**config.mk**
```make
export PLATFORM = sky130hd
export DESIGN_NAME = bn_stats_accum
export DESIGN_NICKNAME = d
export VERILOG_FILES = /design/src/rtl/bn_stats_accum.sv
export SDC_FILE = /design/constraint.sdc
export NUM_CORES = 2
export LEC_CHECK = 0
export BUFFER_PORTS_ARGS = -buffer_cell sky130_fd_sc_hd__buf_2
export CAP_MARGIN = 20
export CORE_MARGIN = 4
export CORE_UTILIZATION = 50
export CTS_BUF_LIST = sky130_fd_sc_hd__clkbuf_4 sky130_fd_sc_hd__clkbuf_8
export CTS_CLUSTER_DIAMETER = 30
export DETAILED_ROUTE_END_ITERATION = 8
export MAX_ROUTING_LAYER = met4
export PLACE_DENSITY = 0.78
export SYNTH_ARGS = -nofsm -noshare
export SYNTH_HDL_FRONTEND = slang
export SYNTH_SLANG_ARGS = --single-unit
```
**constraint.sdc**
```tcl
create_clock -name clk -period 6.9 [get_ports clk]
set_input_delay 0.345 -clock clk [delete_from_list [all_inputs] [get_ports clk]]
set_output_delay 0.345 -clock clk [all_outputs]
set_load 0.01 [all_outputs]
```
**src/rtl/bn_stats_accum.sv**
```systemverilog
// Batch mean/variance producer for BatchNorm: sums x and x^2 over 2^LOG2_N samples.
// Optional macro BN_STATS_MIN_VAR_EN forces a zero variance result to 1.
module bn_stats_accum #(
  parameter int DATA_WIDTH = 16,
  parameter int LOG2_N     = 4,
  parameter int ACC_WIDTH  = 2*DATA_WIDTH+LOG2_N
) (
  input  logic                         clk,
  input  logic                         rst,
  input  logic signed [DATA_WIDTH-1:0] in_data,
  input  logic                         in_valid,
  output logic                         in_ready,
  output logic signed [DATA_WIDTH-1:0] out_mean,
  output logic signed [DATA_WIDTH-1:0] out_variance,
  output logic                         out_valid,
  input  logic                         out_ready,
  output logic                         busy
);

  localparam int SUM_W = DATA_WIDTH + LOG2_N;
  localparam logic signed [ACC_WIDTH:0] VAR_MAX =
    {{(ACC_WIDTH+2-DATA_WIDTH){1'b0}}, {(DATA_WIDTH-1){1'b1}}};

  typedef enum logic [1:0] {ACCUM, CALC_MEAN, CALC_VAR, HOLD} state_t;

  state_t                         state_q, state_d;
  logic        [LOG2_N-1:0]       count_q, count_d;
  logic signed [SUM_W-1:0]        sum_q, sum_d;
  logic        [ACC_WIDTH-1:0]    sumsq_q, sumsq_d;
  logic signed [DATA_WIDTH-1:0]   mean_q, mean_d;
  logic        [ACC_WIDTH-1:0]    msq_q, msq_d;
  logic signed [DATA_WIDTH-1:0]   out_mean_q, out_mean_d;
  logic signed [DATA_WIDTH-1:0]   out_var_q, out_var_d;
  logic                           out_valid_q, out_valid_d;

  logic signed [2*DATA_WIDTH-1:0] sample_sq;
  logic signed [SUM_W-1:0]        sample_ext;
  logic signed [SUM_W-1:0]        sum_shift;
  logic signed [2*DATA_WIDTH-1:0] mean_sq;
  logic signed [ACC_WIDTH:0]      diff;
  logic signed [DATA_WIDTH-1:0]   var_sat;

  assign sample_sq  = in_data * in_data;
  assign sample_ext = {{LOG2_N{in_data[DATA_WIDTH-1]}}, in_data};
  assign sum_shift  = sum_q >>> LOG2_N;
  assign mean_sq    = mean_q * mean_q;
  assign diff       = $signed({1'b0, msq_q})
                    - $signed({{(ACC_WIDTH+1-2*DATA_WIDTH){mean_sq[2*DATA_WIDTH-1]}}, mean_sq});

  // Clamp negative rounding artefacts to 0 and saturate to the signed output range.
  always_comb begin
    var_sat = '0;
    if (diff[ACC_WIDTH]) begin
      var_sat = '0;
    end else if (diff > VAR_MAX) begin
      var_sat = VAR_MAX[DATA_WIDTH-1:0];
    end else begin
      var_sat = diff[DATA_WIDTH-1:0];
    end
`ifdef BN_STATS_MIN_VAR_EN
    if (var_sat == '0) var_sat = {{(DATA_WIDTH-1){1'b0}}, 1'b1};
`endif
  end

  always_comb begin
    state_d     = state_q;
    count_d     = count_q;
    sum_d       = sum_q;
    sumsq_d     = sumsq_q;
    mean_d      = mean_q;
    msq_d       = msq_q;
    out_mean_d  = out_mean_q;
    out_var_d   = out_var_q;
    out_valid_d = out_valid_q;
    unique case (state_q)
      ACCUM: begin
        if (in_valid) begin
          sum_d   = sum_q + sample_ext;
          sumsq_d = sumsq_q + {{(ACC_WIDTH-2*DATA_WIDTH){1'b0}}, sample_sq};
          if (count_q == {LOG2_N{1'b1}}) begin
            count_d = '0;
            state_d = CALC_MEAN;
          end else begin
            count_d = count_q + 1'b1;
          end
        end
      end
      CALC_MEAN: begin
        mean_d  = sum_shift[DATA_WIDTH-1:0];
        msq_d   = sumsq_q >> LOG2_N;
        state_d = CALC_VAR;
      end
      CALC_VAR: begin
        out_mean_d  = mean_q;
        out_var_d   = var_sat;
        out_valid_d = 1'b1;
        state_d     = HOLD;
      end
      HOLD: begin
        if (out_ready) begin
          out_valid_d = 1'b0;
          sum_d       = '0;
          sumsq_d     = '0;
          state_d     = ACCUM;
        end
      end
      default: state_d = ACCUM;
    endcase
  end

  always_ff @(posedge clk or negedge rst) begin
    if (!rst) begin
      state_q     <= ACCUM;
      count_q     <= '0;
      sum_q       <= '0;
      sumsq_q     <= '0;
      mean_q      <= '0;
      msq_q       <= '0;
      out_mean_q  <= '0;
      out_var_q   <= '0;
      out_valid_q <= 1'b0;
    end else begin
      state_q     <= state_d;
      count_q     <= count_d;
      sum_q       <= sum_d;
      sumsq_q     <= sumsq_d;
      mean_q      <= mean_d;
      msq_q       <= msq_d;
      out_mean_q  <= out_mean_d;
      out_var_q   <= out_var_d;
      out_valid_q <= out_valid_d;
    end
  end

  // Samples are taken only in ACCUM; the result is offered only in HOLD.
  assign in_ready     = (state_q == ACCUM);
  assign busy         = !((state_q == ACCUM) && (count_q == '0));
  assign out_mean     = out_mean_q;
  assign out_variance = out_var_q;
  assign out_valid    = out_valid_q;

endmodule

```
==> run metrics <==
status=finished clean; met3 GRT Util=2.25%; # rows=86; Hold/Removal Path Class=in -> reg; max-slew violation count=0; most frequent cell after synthesis=inv_1; top cells by count, synth=795 x inv_1, 528 x fa_1, 255 x nand2_1; clk root buf=clkbuf_8; Max FO, Critical Path=6; die area=0.0605 mm^2; Overflow after GRT=0; core area=0.0556 mm^2; met2 Use GR=40.1%; Tmin final=6.90 ns; CTS tree=built; area occupied by multi-input gates=0.0220 mm^2; worst-case clock buffer depth=2; initial antenna violation count=0; Die Y=246 um; area leader, netlist=fa_1; crit path launch type=input pin; Routed Antenna Nets=0; Synth top area share=37.3%; global route hottest layer=met2; Ant. Diodes=0; initial core utilization=50.9%; reg2reg setup slack=0.14 ns; die width=246 um; grt met1 use=30.8%; Final TNS setup=0 ns; Slew HR=39.2%; FF+latch area=0.00359 mm^2; maximum number of pins on one net before global-route repair=79; register area share after synthesis=12.6%; DRT iter0 DRCs=1022; worst skew pair latency=0.50 ns; period utilisation layout=100%; Top Ports=55; Area contributors post-synth=fa_1 37%, dfrtp_1 13%, ha_1 11%, inv_1 11%, nand2_1 3.4%; yosys warns=0; nets=4238; asr flop ratio synth=100%; fillers=4524; CP arrival=7.31 ns; PortBufs=54; number of global-route vias before repair=23300; PnR worst setup slack=0.000529 ns; # setup viols final=0; dpl ws=-0.577 ns; drt pass-1 iters=6; Detail Placement HPWL=57300 um; RePlAce Congestion=0.957; GRT Resource Usage Total=23.6%; max-cap violations=0; ys flop type=dfrtp_1; CP Class=in -> reg; Worst-path clk slew=0.09 ns; cells after synthesis=3067; worst-margin pin slew=0.912 ns; WP data required=7.31 ns; Synth Net Count=3864; Vias=21700; Synth cell types=75; Mapped Area=0.0283 mm^2; routed length per instance=16.0 um; Avg Vias per Cell=5.16; DRT Wirelength=67200 um; CTS Sinks=143; area grow syn2layout=18.2%; Num CTS Buffers=17; number of synthesized flops with an enable pin=0; DRC viols=0; first-pass GRT wire length=113000 um; Hold Vio Cnt, Final=0; average cell area after synthesis=9.23 um^2; RSZ-0062 raised after global routing=yes; clk_skew=0.0272 ns; H-tree lvl count=4; post-layout instance area=0.0335 mm^2; DP Area=0.0321 mm^2; register bit total from synthesis=143; fmax=145 MHz; share of cells above drive strength 1=19.5%; Crit. End Element=register
[metrics by stage]
stage	hold WS [ns]	utilization (%)	cells
final	0.108	60.2	4202
after global placement	0.384	57.7	4131
after detailed placement	0.389	57.7	4131
after floorplan	0.0494	-	3067
after CTS	0.0746	58.5	4166
after global routing	0.0928	60.2	4202
[sequential cells by signal, summed over array words and instances, names as in the netlist]
signal,cells
sumsq_q,36
msq_q,32
sum_q,20
mean_q,16
out_mean,16
out_variance,16
count_q,4
state_q,2
out_valid,1
[critical path, stage by stage]
cell and delay [ns]:
buf_12 0.11, and2_4 0.16, fa_1 0.54, inv_2 0.04, fa_2 0.56, inv_2 0.04
fa_2 0.53, inv_2 0.04, fa_1 0.49, fa_1 0.42, fa_1 0.51, inv_2 0.05
ha_4 0.26, and3_4 0.18, nand3_4 0.06, or3b_4 0.40, a31o_4 0.24, xnor2_2 0.13
ha_1 0.31, and3_4 0.19, nand4_1 0.18, nor4_4 0.34, o21a_1 0.23, o211ai_1 0.16
o211a_1 0.31, or3_1 0.35, a21oi_1 0.12
[cell type report]
cell class | count | share of cell area (%)
Multi-Input combinational cell | 2034 | 65.7
Sequential cell | 143 | 10.7
Timing Repair Buffer | 448 | 10.6
Inverter | 797 | 8.97
Tap cell | 748 | 2.80
Clock buffer | 17 | 0.699
Clock inverter | 15 | 0.516
[kinds of logic (layout without fill, tap and decap cells)]
kind of cell	count (synthesis)	after routing	synth area share, %
buffers and inverters	890	1277	11.9
adder cells (fa/ha/maj)	777	777	48.3
AND/OR/NAND/NOR	657	657	11.4
AO/OA/AOI/OAI	441	441	10.5
flip-flops	143	143	12.6
XOR/XNOR	115	115	3.56
multiplexers	44	44	1.72
[metal layers]
metal  vias up  wire, um
li1      10300         -
met5         -         0
met2       494     33400
met1     10800     29000
met3       120      3130
met4         0      1670
[what timing repair did]
action                     CTS  global route
buffers inserted             2            35
gates cloned                 0             1
gates resized for setup      9           167
pin swaps                    6            49
hold buffers                 1             0
hold endpoints to repair    68             0
setup endpoints to repair   19            28
[path summary, 6_finish.rpt]
path / to / from / cells after the start
setup / recovery: sumsq_q[35]$_DFFE_PN0P_ / in_data[9] / 27
hold / removal: out_valid$_DFFE_PN0P_ / out_ready / 2
setup reg to reg: out_variance[7]$_DFFE_PN0P_ / mean_q[15]$_DFFE_PN0N_ / 25
hold reg to reg: sumsq_q[0]$_DFFE_PN0P_ / sumsq_q[0]$_DFFE_PN0P_ / 2
max in group asynchronous: mean_q[2]$_DFFE_PN0N_ / rst / 3
min in group asynchronous: out_variance[14]$_DFFE_PN0P_ / rst / 2
[placed cells by master (no fill, tap or decap), drive strengths merged, types with 9 or more instances in the layout]
master | synthesis | final
and3 | 18 | 18
nor3 | 19 | 19
mux2 | 37 | 37
nand4 | 12 | 12
inv | 795 | 802
dfrtp | 143 | 143
nand2 | 255 | 255
xnor2 | 83 | 83
a211oi | 18 | 18
nand2b | 24 | 24
or3 | 11 | 11
buf | 13 | 442
ha | 249 | 249
xor2 | 32 | 32
fa | 528 | 528
clkbuf | 80 | 22
o21a | 13 | 13
nor4 | 22 | 22
o211ai | 26 | 26
nor2b | 31 | 31
or2 | 9 | 9
and2 | 95 | 95
o21bai | 9 | 9
a21oi | 106 | 106
nor2 | 102 | 102
o21ai | 100 | 100
a22o | 36 | 36
a21o | 46 | 46
a31oi | 13 | 13
nand3 | 35 | 35
Power is not shown: default switching activity piles up to over one toggle a cycle in this logic, so the estimate is an artifact.
